===== config.mk =====
export PLATFORM = sky130hd
export DESIGN_NAME = fetch_pc_ctrl_flat
export DESIGN_NICKNAME = d
export VERILOG_FILES = /design/src/rtl/fetch_pc_ctrl_if.sv /design/src/rtl/fetch_pc_ctrl.sv /design/src/flat_wrapper.sv
export SDC_FILE = /design/constraint.sdc
export NUM_CORES = 1
export LEC_CHECK = 0
export CORE_MARGIN = 2
export CORE_UTILIZATION = 25
export CTS_CLUSTER_SIZE = 40
export DETAILED_ROUTE_END_ITERATION = 16
export HOLD_SLACK_MARGIN = 0.15
export PLACE_DENSITY = 0.64
export SKIP_CTS_REPAIR_TIMING = 1
export SYNTH_ARGS = -nofsm -noshare
export SYNTH_HDL_FRONTEND = slang
export SYNTH_SLANG_ARGS = --single-unit

===== constraint.sdc =====
create_clock -name clk -period 3.86 [get_ports clk]
set_clock_uncertainty 0.05 [all_clocks]
set_input_delay 0.386 -clock clk [delete_from_list [all_inputs] [get_ports clk]]
set_output_delay 0.386 -clock clk [all_outputs]
set_load 0.01 [all_outputs]

===== src/rtl/fetch_pc_ctrl_if.sv =====
// Fetch PC controller bus: EX/hazard-side requests in, fetch address and status out.
// Optional perf counter signals exist only when FETCH_PC_PERF_CNT_EN is defined.
interface fetch_pc_ctrl_if #(
    parameter int PC_W = 9
);
    logic            Stall;
    logic            PcSel;
    logic [31:0]     BrPC;
    logic            Halt;
    logic            Resume;
    logic [PC_W-1:0] PC;
    logic            PC_Valid;
    logic            Flush;
    logic            Halted;
    logic            Misalign;
`ifdef FETCH_PC_PERF_CNT_EN
    logic [15:0]     RedirectCnt;
    logic [15:0]     StallCnt;
`endif

    modport master (
        output Stall, PcSel, BrPC, Halt, Resume,
`ifdef FETCH_PC_PERF_CNT_EN
        input  RedirectCnt, StallCnt,
`endif
        input  PC, PC_Valid, Flush, Halted, Misalign
    );

    modport slave (
        input  Stall, PcSel, BrPC, Halt, Resume,
`ifdef FETCH_PC_PERF_CNT_EN
        output RedirectCnt, StallCnt,
`endif
        output PC, PC_Valid, Flush, Halted, Misalign
    );
endinterface


===== src/rtl/fetch_pc_ctrl.sv =====
// Fetch-side PC register with stall, EX redirect/squash and a RUN/HALTED park FSM.
// Define FETCH_PC_PERF_CNT_EN to add saturating redirect and stall counters.
module fetch_pc_ctrl #(
    parameter int PC_W = 9
) (
    input  logic               clk,
    input  logic               reset,
    fetch_pc_ctrl_if.slave     bus
);
    typedef enum logic {
        RUN    = 1'b0,
        HALTED = 1'b1
    } state_t;

    state_t          state_reg, state_next;
    logic [PC_W-1:0] pc_reg, pc_next;
    logic            misalign_reg, misalign_next;
    logic            flush_run;
    logic [PC_W-1:0] br_target;
    logic            br_misaligned;

    // Redirect targets are forced to word alignment; upper BrPC bits are dropped.
    assign br_target     = {bus.BrPC[PC_W-1:2], 2'b00};
    assign br_misaligned = (bus.BrPC[1:0] != 2'b00);

    always_ff @(posedge clk) begin
        if (!reset) begin
            state_reg    <= RUN;
            pc_reg       <= '0;
            misalign_reg <= 1'b0;
        end else begin
            state_reg    <= state_next;
            pc_reg       <= pc_next;
            misalign_reg <= misalign_next;
        end
    end

    always_comb begin
        state_next    = state_reg;
        pc_next       = pc_reg;
        misalign_next = misalign_reg;
        flush_run     = 1'b0;
        case (state_reg)
            RUN: begin
                if (bus.PcSel) begin
                    flush_run = 1'b1;
                    pc_next   = br_target;
                    if (bus.Halt || br_misaligned) begin
                        state_next = HALTED;
                    end
                    if (br_misaligned) begin
                        misalign_next = 1'b1;
                    end
                end else if (!bus.Stall) begin
                    pc_next = pc_reg + PC_W'(4);
                end
            end
            HALTED: begin
                // Resume skips past the parked (halt) instruction.
                if (bus.Resume) begin
                    pc_next    = pc_reg + PC_W'(4);
                    state_next = RUN;
                end
            end
            default: begin
                state_next = RUN;
            end
        endcase
    end

    assign bus.PC       = pc_reg;
    assign bus.Halted   = (state_reg == HALTED);
    assign bus.Misalign = misalign_reg;
    assign bus.PC_Valid = reset && (state_reg == RUN);
    assign bus.Flush    = reset && flush_run;

`ifdef FETCH_PC_PERF_CNT_EN
    logic [15:0] redirect_cnt_reg, redirect_cnt_next;
    logic [15:0] stall_cnt_reg, stall_cnt_next;

    // flush_run is only ever high in RUN, so HALTED freezes both counters.
    always_comb begin
        redirect_cnt_next = redirect_cnt_reg;
        stall_cnt_next    = stall_cnt_reg;
        if (flush_run && (redirect_cnt_reg != 16'hFFFF)) begin
            redirect_cnt_next = redirect_cnt_reg + 16'd1;
        end
        if ((state_reg == RUN) && bus.Stall && !bus.PcSel && (stall_cnt_reg != 16'hFFFF)) begin
            stall_cnt_next = stall_cnt_reg + 16'd1;
        end
    end

    always_ff @(posedge clk) begin
        if (!reset) begin
            redirect_cnt_reg <= '0;
            stall_cnt_reg    <= '0;
        end else begin
            redirect_cnt_reg <= redirect_cnt_next;
            stall_cnt_reg    <= stall_cnt_next;
        end
    end

    assign bus.RedirectCnt = redirect_cnt_reg;
    assign bus.StallCnt    = stall_cnt_reg;
`endif
endmodule


===== src/flat_wrapper.sv =====
// flat-port wrapper written by rule: the top's interface ports become plain ports
module fetch_pc_ctrl_flat 
#(
    parameter int PC_W = 9
)
  (clk, reset, bus_Stall, bus_PcSel, bus_BrPC, bus_Halt, bus_Resume, bus_PC, bus_PC_Valid, bus_Flush, bus_Halted, bus_Misalign);
  fetch_pc_ctrl_if #(.PC_W(PC_W)) bus_i ();
  input  logic clk;
  input  logic reset;
  input wire logic [$bits(bus_i.Stall)-1:0] bus_Stall;
  input wire logic [$bits(bus_i.PcSel)-1:0] bus_PcSel;
  input wire logic [$bits(bus_i.BrPC)-1:0] bus_BrPC;
  input wire logic [$bits(bus_i.Halt)-1:0] bus_Halt;
  input wire logic [$bits(bus_i.Resume)-1:0] bus_Resume;
  output wire logic [$bits(bus_i.PC)-1:0] bus_PC;
  output wire logic [$bits(bus_i.PC_Valid)-1:0] bus_PC_Valid;
  output wire logic [$bits(bus_i.Flush)-1:0] bus_Flush;
  output wire logic [$bits(bus_i.Halted)-1:0] bus_Halted;
  output wire logic [$bits(bus_i.Misalign)-1:0] bus_Misalign;
  assign bus_i.Stall = bus_Stall;
  assign bus_i.PcSel = bus_PcSel;
  assign bus_i.BrPC = bus_BrPC;
  assign bus_i.Halt = bus_Halt;
  assign bus_i.Resume = bus_Resume;
  assign bus_PC = bus_i.PC;
  assign bus_PC_Valid = bus_i.PC_Valid;
  assign bus_Flush = bus_i.Flush;
  assign bus_Halted = bus_i.Halted;
  assign bus_Misalign = bus_i.Misalign;
  fetch_pc_ctrl #(.PC_W(PC_W)) u_core (.clk(clk), .reset(reset), .bus(bus_i));
endmodule

==> metrics, run 1 <==
GRT Overall Usage between 10 and 15%; top cell type's share of synthesized area about a third; Sink Count 9; CTS tree yes; global route hottest layer met2; layout cells sized above 1 between 10% and 20%; post-layout util 41.6%; most common cell after layout, fill and taps aside clkdlybuf4s50_1; Final TNS setup 0 ns; Area Growth Syn to Fin 52.9%; RSZ-0062 raised after global routing false; met2 Use GR around a fifth; Via Count 597; met3 Usage GRT between 2 and 3%; crit share post-route approximately 56%; DRT antenna net count 0; die area between 0.002 and 0.003 mm^2; Crit Path Max Fanout 7; vias in the first global route 570; sequential fraction of the synthesis area 33.1%; DIE HEIGHT a little over 50 um; mapped cell area approximately 540 um^2; final hold violation count 0; worst ir drop on vdd approximately 0.10 mV; Yosys warnings 0; Req. time, crit path ~3.4 ns; routability congestion estimate ~0.8; grt total ovfl 0; CP Launch Type primary input; Synth area leader dfxtp_1; via/cell ratio ~5; Initial Util a little over a quarter; max cap viols 0; Hold WC Path Type reg2reg; Routed WL 1470 um; hpwl dp 1120 um; Mapped Cells 69; GR Layer Usage met1 roughly 15%; CTS Root Cell clkbuf_4; critical path arrival about 1.7 ns; nets between 100 and 150; post-DR wirelength/cell 12.0 um; Fmax achieved about 0.46 GHz; CP endpoint kind primary output; reg-to-reg slack, setup 2.45 ns; synthesis-stage register bit count 9; Worst-Skew Late Latency between 0.2 and 0.3 ns; Worst-path clk slew 0.07 ns; Initial DRC Count 5; PD cells approximately 320 mW/mm^2; H-tree levels 1; pin count of the biggest net entering global routing 13; placed instance area 806 um^2; run status finished, final reports clean; commonest cells after routing, fill and taps aside clkdlybuf4s50_1 (25), dfxtp_1 (9), a21oi_1 (8), nor2_1 (6), nand2_1 (5); Finished Cell Area roughly 830 um^2; n_diodes 0; core region area 0.00200 mm^2; Setup CP Type in2out; cell row count 16; Leak between 0.0003 and 0.0004 uW; Inserted Clock Buffers 3; worst setup margin about 1.7 ns; syn avg cell area roughly 7.9 um^2; DRC 0; initial antenna violation count 0; 1st-pass router iterations 4; Synth cell types 29; Synth area leaders dfxtp_1 (33%), a21oi_1 (7.4%), buf_4 (4.1%); crit path time final about 2.2 ns; final setup fails 0; Slew Limit Fails 0; IO Count approximately 50; overall power 265 uW; global-route wire length before repair between 2000 and 2500 um; DIE WIDTH just over 50 um; Buffers on Ports 25; worst slack at placement approximately 1.7 ns; maximum clock path buffer count 2
## registers in the layout (all words and copies together) (netlist names)
signal and count:
u_core.bus.Halted 1, u_core.bus.Misalign 1, u_core.bus.PC 7
## synth_stat cells, drive strengths merged
cell    number
a21oi       10
dfxtp        9
nor2         6
nand2        5
o21ai        4
buf          3
nand3        3
nand4        3
or3          3
a21o         2
a22oi        2
a31oi        2
and2         2
inv          2
nand2b       2
nor3         2
a311oi       1
and2b        1
clkbuf       1
conb         1
ha           1
mux2         1
nand4b       1
nor2b        1
nor3b        1
## per-stage QoR
stage,cells,hold WS (ns)
after global routing,122,0.438
after floorplan,70,0.420
after CTS,122,0.402
after detailed placement,118,0.391
final,122,0.408
after global placement,118,0.385
## cell families after synthesis
logic type	share of synthesized area [%]
AOI/OAI and AO/OA	23.7
adders and majority gates	2.30
buffers and inverters	6.21
DFF	33.1
muxes	2.76
other	0.689
and+or+nand+nor	31.3
## cell type report
cell class                 instances  area (um^2)
clock buffer                       4         26.3
timing repair buffer              25          250
inverter                           2         7.51
fill                             205         1170
tap                               27         33.8
sequential                         9          180
multi-input combinational         55          334
## where the power goes
| part | leakage (uW) | total (uW) | internal (uW) | switching, uW |
|---|---|---|---|---|
| registers | 0.0000744 | 111 | 101 | 9.86 |
| logic | 0.000218 | 75.7 | 43.3 | 32.4 |
| clock network | 0.0000150 | 77.9 | 40.1 | 37.8 |
| total | 0.000308 | 265 | 185 | 80.1 |
## worst paths after layout
path / end / depth (start not counted) / start
max: bus_Flush / 4 / bus_PcSel
min: u_core.bus.Misalign$_SDFFE_PN0P_ / 2 / u_core.bus.Misalign$_SDFFE_PN0P_
max reg2reg: u_core.bus.PC[8]$_SDFFE_PN0P_ / 4 / u_core.bus.PC[2]$_SDFFE_PN0P_
min reg2reg: u_core.bus.Misalign$_SDFFE_PN0P_ / 2 / u_core.bus.Misalign$_SDFFE_PN0P_
## worst max-delay path: stages
cell             delay [ns]
clkdlybuf4s50_1        0.56
nand2b_2               0.14
nor2_1                 0.11
clkdlybuf4s50_1        0.55
## layer usage
metal | part of all wire [%] | routed length, um
met1 | 44 | 640
met2 | 46 | 678
met3 | 8.0 | 118
met4 | 2.2 | 32
met5 | 0 | 0
Note: power is estimated with default switching activity, not from simulation.
==> run 2: changes to the inputs <==
PLACE_DENSITY = 0.67   (was 0.64)
clock period = 2 ns   (was 3.86 ns; I/O delays follow)
==> metrics, run 2 (same netlist as run 1, synthesis figures left out) <==
DRC 0; Crit Path Max Fanout 8; CTS Root Cell clkbuf_4; maximum clock path buffer count 2; Inserted Clock Buffers 3; Area Growth Syn to Fin 55.6%; Setup CP Type reg2out; DIE WIDTH approximately 51 um; Buffers on Ports 25; final hold violation count 0; Levels on crit path 3; internal power between 300 and 400 uW; Sink Count 9; 1st-pass router iterations 5; Req. time, crit path about 1.8 ns; hpwl dp about 1100 um; reg2reg path depth 4; reg2reg start u_core.bus.PC[2]$_SDFFE_PN0P_; Via Count 586; n_diodes 0; Largest register FFs 7; cell row count 16; DIE HEIGHT roughly 51 um; initial antenna violation count 0; Switching Share 29.5%; grt total ovfl 0; sequential group share of total power between 40 and 50%; max cap viols 0; Worst-path clk slew ~0.06 ns; GRT Overall Usage a little under an eighth; most common cell after layout, fill and taps aside clkdlybuf4s50_1; Clk pwr share between 20% and 30%; CP Launch Point u_core.bus.Halted$_SDFF_PN0_; global-route wire length before repair 2200 um; nets 137; worst ir drop on vdd 0.249 mV; Hold Path Stages 2; pin count of the biggest net entering global routing 10; vias in the first global route 517; routability congestion estimate ~0.83; final setup fails 0; Fmax achieved around 0.55 GHz; crit share post-route 91.7%; RSZ-0062 raised after global routing false; Initial DRC Count 7; Comb power frac roughly 29%; Worst-Skew Late Latency about 0.27 ns; commonest cells after routing, fill and taps aside clkdlybuf4s50_1 (25), dfxtp_1 (9), a21oi_1 (8), nor2_1 (6), nand2_1 (5); critical path arrival roughly 1.6 ns; PD cells approximately 600 mW/mm^2; CP max stage cell clkdlybuf4s50_1; DRT antenna net count 0; worst path cell trace nand2b_2 -> nor2_1 -> clkdlybuf4s50_1; Leak around 0.00032 uW; hold wc startpoint u_core.bus.Misalign$_SDFFE_PN0P_; CTS tree yes; Initial Util between 20% and 30%; Hold WC Path Type reg2reg; CP Launch Type flop; WHS ~0.40 ns; IO Count between 50 and 60; core region area about 0.002 mm^2; WP buf/inv 1; run status finished, final reports clean; Slew Limit Fails 0; Routed WL 1370 um; post-DR wirelength/cell roughly 11 um; Final TNS setup 0 ns; die area approximately 0.0026 mm^2; Switch Pwr between 100 and 150 uW; H-tree levels 1; CP endpoint kind primary output; crit path time final 1.83 ns; slowest cell delay on critical path 0.54 ns; layout cells sized above 1 between 10% and 20%; via/cell ratio 4.73; CP top delay family buffers and inverters
-- run 2: cell type report --
cell class	count	area, um^2
Timing Repair Buffer	27	265
Fill cell	214	1150
Sequential cell	9	180
Inverter	2	7.51
Clock buffer	4	26.3
Tap cell	27	33.8
Multi-Input combinational cell	55	334
-- run 2: tightest hold or removal path, delay by kind of cell (launching register included) --
kind | cells | cell delay, ns
buf+inv | 1 | 0.05
compound gates | 1 | 0.05
flops | 1 | 0.31
-- run 2: through the flow --
stage,total power (uW),setup slack [ns],area (um^2),util (%),cells
after detailed placement,367,0.209,821,41.0,120
final,509,0.167,847,42.3,124
after global routing,538,0.100,847,42.3,124
after CTS,513,0.171,847,42.3,124
after floorplan,289,0.664,548,-,70
after global placement,365,0.226,821,41.0,120
-- run 2: per-layer routing --
layer / routed length, um / track usage, % / part of all wire, % / vias up
li1: - / - / - / 305
met1: 636 / 14.6 / 47 / 256
met2: 600 / 17.3 / 44 / 22
met3: 107 / 4.46 / 7.8 / 3
met4: 20 / 4.05 / 1.5 / 0
met5: 0 / 0 / 0 / -
-- run 2: power by group through the flow --
| stage | registers, uW | clock network, uW | logic, uW |
|---|---|---|---|
| 6_report | 215 | 147 | 148 |
| 2_1_floorplan | 223 | 0 | 66.7 |
| 4_1_cts | 215 | 149 | 149 |
| 3_3_place_gp | 217 | 0 | 148 |
| 5_1_grt | 218 | 159 | 161 |
| 3_5_place_dp | 219 | 0 | 149 |
-- run 2: worst paths after layout --
| kind | slack (ns) | end |
|---|---|---|
| setup / recovery | 0.17 | bus_Flush |
| hold / removal | 0.40 | u_core.bus.Misalign$_SDFFE_PN0P_ |
| setup reg to reg | 0.60 | u_core.bus.PC[8]$_SDFFE_PN0P_ |
| hold reg to reg | 0.40 | u_core.bus.Misalign$_SDFFE_PN0P_ |
==> run 3: changes to the inputs <==
--- a/constraint.sdc
+++ b/constraint.sdc
@@ -4,2 +4,2 @@
 set_output_delay 0.2 -clock clk [all_outputs]
-set_load 0.01 [all_outputs]
+set_load 0.1 [all_outputs]
==> metrics, run 3 (same netlist as run 1, synthesis figures left out) <==
run status finished, final reports clean; critical path arrival 1.29 ns; IO Count 51; Initial DRC Count 14; Worst-Skew Late Latency between 0.2 and 0.3 ns; worst path cell trace nand2b_2 -> nor2_2 -> buf_12; Finished Cell Area roughly 850 um^2; vias in the first global route 555; Via Count 596; H-tree levels 1; n_diodes 0; worst slack at placement around 0.39 ns; CP Launch Point u_core.bus.Halted$_SDFF_PN0_; DRC 0; cell row count 16; Crit Path Max Fanout 8; Initial Util between 20% and 30%; placed cells 120; routability congestion estimate between 0.8 and 0.9; WP buf/inv 1; DIE WIDTH between 50 and 60 um; fill cell count around 210; DIE HEIGHT 50.7 um; final std cells w/o fill 124; Req. time, crit path 1.75 ns; Inserted Clock Buffers 3; Leak around 0.00034 uW; GRT Overall Usage about an eighth; pin count of the biggest net entering global routing 13; placed instance area just over 800 um^2; multi-input logic area 339 um^2; layout cells sized above 1 between 20% and 30%; RSZ-0062 raised after global routing false; crit share post-route between 70% and 80%; global-route wire length before repair 2480 um; 1st-pass router iterations 5; worst ir drop on vdd 0.234 mV; worst setup margin roughly 0.46 ns; commonest cells after routing, fill and taps aside clkdlybuf4s50_1 (14), buf_4 (11), a21oi_1 (8), dfxtp_1 (7), nand2_1 (5); final hold violation count 0; PD cells ~770 mW/mm^2; CP top delay family simple AND/OR/NAND/NOR gates; Routed WL 1510 um; CTS Root Cell clkbuf_4; WHS Endpoint u_core.bus.Misalign$_SDFFE_PN0P_; CP max stage cell dfxtp_1; Sink Count 9; Buffers on Ports 25; maximum clock path buffer count 2; Slew Limit Fails 0; reg-to-reg slack, setup around 0.65 ns; Largest register FFs 7; global route hottest layer met2; hold wc startpoint u_core.bus.Misalign$_SDFFE_PN0P_; Hold Path Stages 2; Setup CP Type reg2out; reg2reg path depth 4; hpwl dp around 1100 um; slowest cell delay on critical path just under 0.4 ns; DRT antenna net count 0; Area Growth Syn to Fin 56.6%; met3 Usage GRT 4.17%; r2r endpoint u_core.bus.PC[8]$_SDFFE_PN0P_; final setup fails 0; met2 Use GR 18.9%; core region area around 0.002 mm^2; most common cell after layout, fill and taps aside clkdlybuf4s50_1; via/cell ratio just under 5; CP endpoint kind primary output; initial antenna violation count 0; CP Launch Type flop; Hold WC Path Type reg2reg; Worst-path clk slew around 0.06 ns; post-DR wirelength/cell approximately 12 um; GR Layer Usage met1 16.5%; FF+latch area 183 um^2; nets 137; max cap viols 0; grt total ovfl 0; CTS tree yes; Fmax achieved 0.648 GHz; die area about 0.0026 mm^2; reg2reg start u_core.bus.PC[2]$_SDFFE_PN0P_; crit path time final between 1.5 and 2 ns; Final TNS setup 0 ns
run 3: area by class of cell:
| cell class | count | share of cell area [%] |
|---|---|---|
| Clock buffer | 4 | 3.08 |
| Tap cell | 27 | 3.96 |
| Inverter | 2 | 0.881 |
| Timing Repair Buffer | 27 | 30.8 |
| Multi-Input combinational cell | 55 | 39.8 |
| Sequential cell | 9 | 21.4 |
run 3: per-layer routing:
layer | vias to the layer above | part of all wire, %
li1 | 303 | -
met1 | 261 | 45
met2 | 27 | 45
met3 | 5 | 7.0
met4 | 0 | 3.0
met5 | - | 0
run 3: worst max path at each step:
stage,to,slack [ns],depth (start not counted)
final,bus_Flush,0.46,3
after global routing,bus_Flush,0.36,3
after CTS,bus_Flush,0.44,3
after detailed placement,u_core.bus.PC[7]$_SDFFE_PN0P_,0.39,5
after floorplan,bus_Flush,-0.17,2
after global placement,u_core.bus.PC[4]$_SDFFE_PN0P_,0.41,6
run 3: power by group:
group          total (uW)  switching (uW)  internal, uW
combinational         292             205          87.2
clock                 147            69.6          77.3
sequential            217            20.3           196
run 3: metrics by stage:
step                hold slack [ns]  power (uW)  utilization (%)
global route                  0.439         689             42.6
finish                        0.401         656             42.6
CTS                           0.403         660             42.6
detailed placement            0.392         513             41.3
global placement              0.385         509             41.3
floorplan                     0.275         432                -
run 3: tightest hold or removal path, stage by stage (launching register included):
cell and delay [ns]:
dfxtp_1 0.31, inv_1 0.05, a21oi_1 0.05
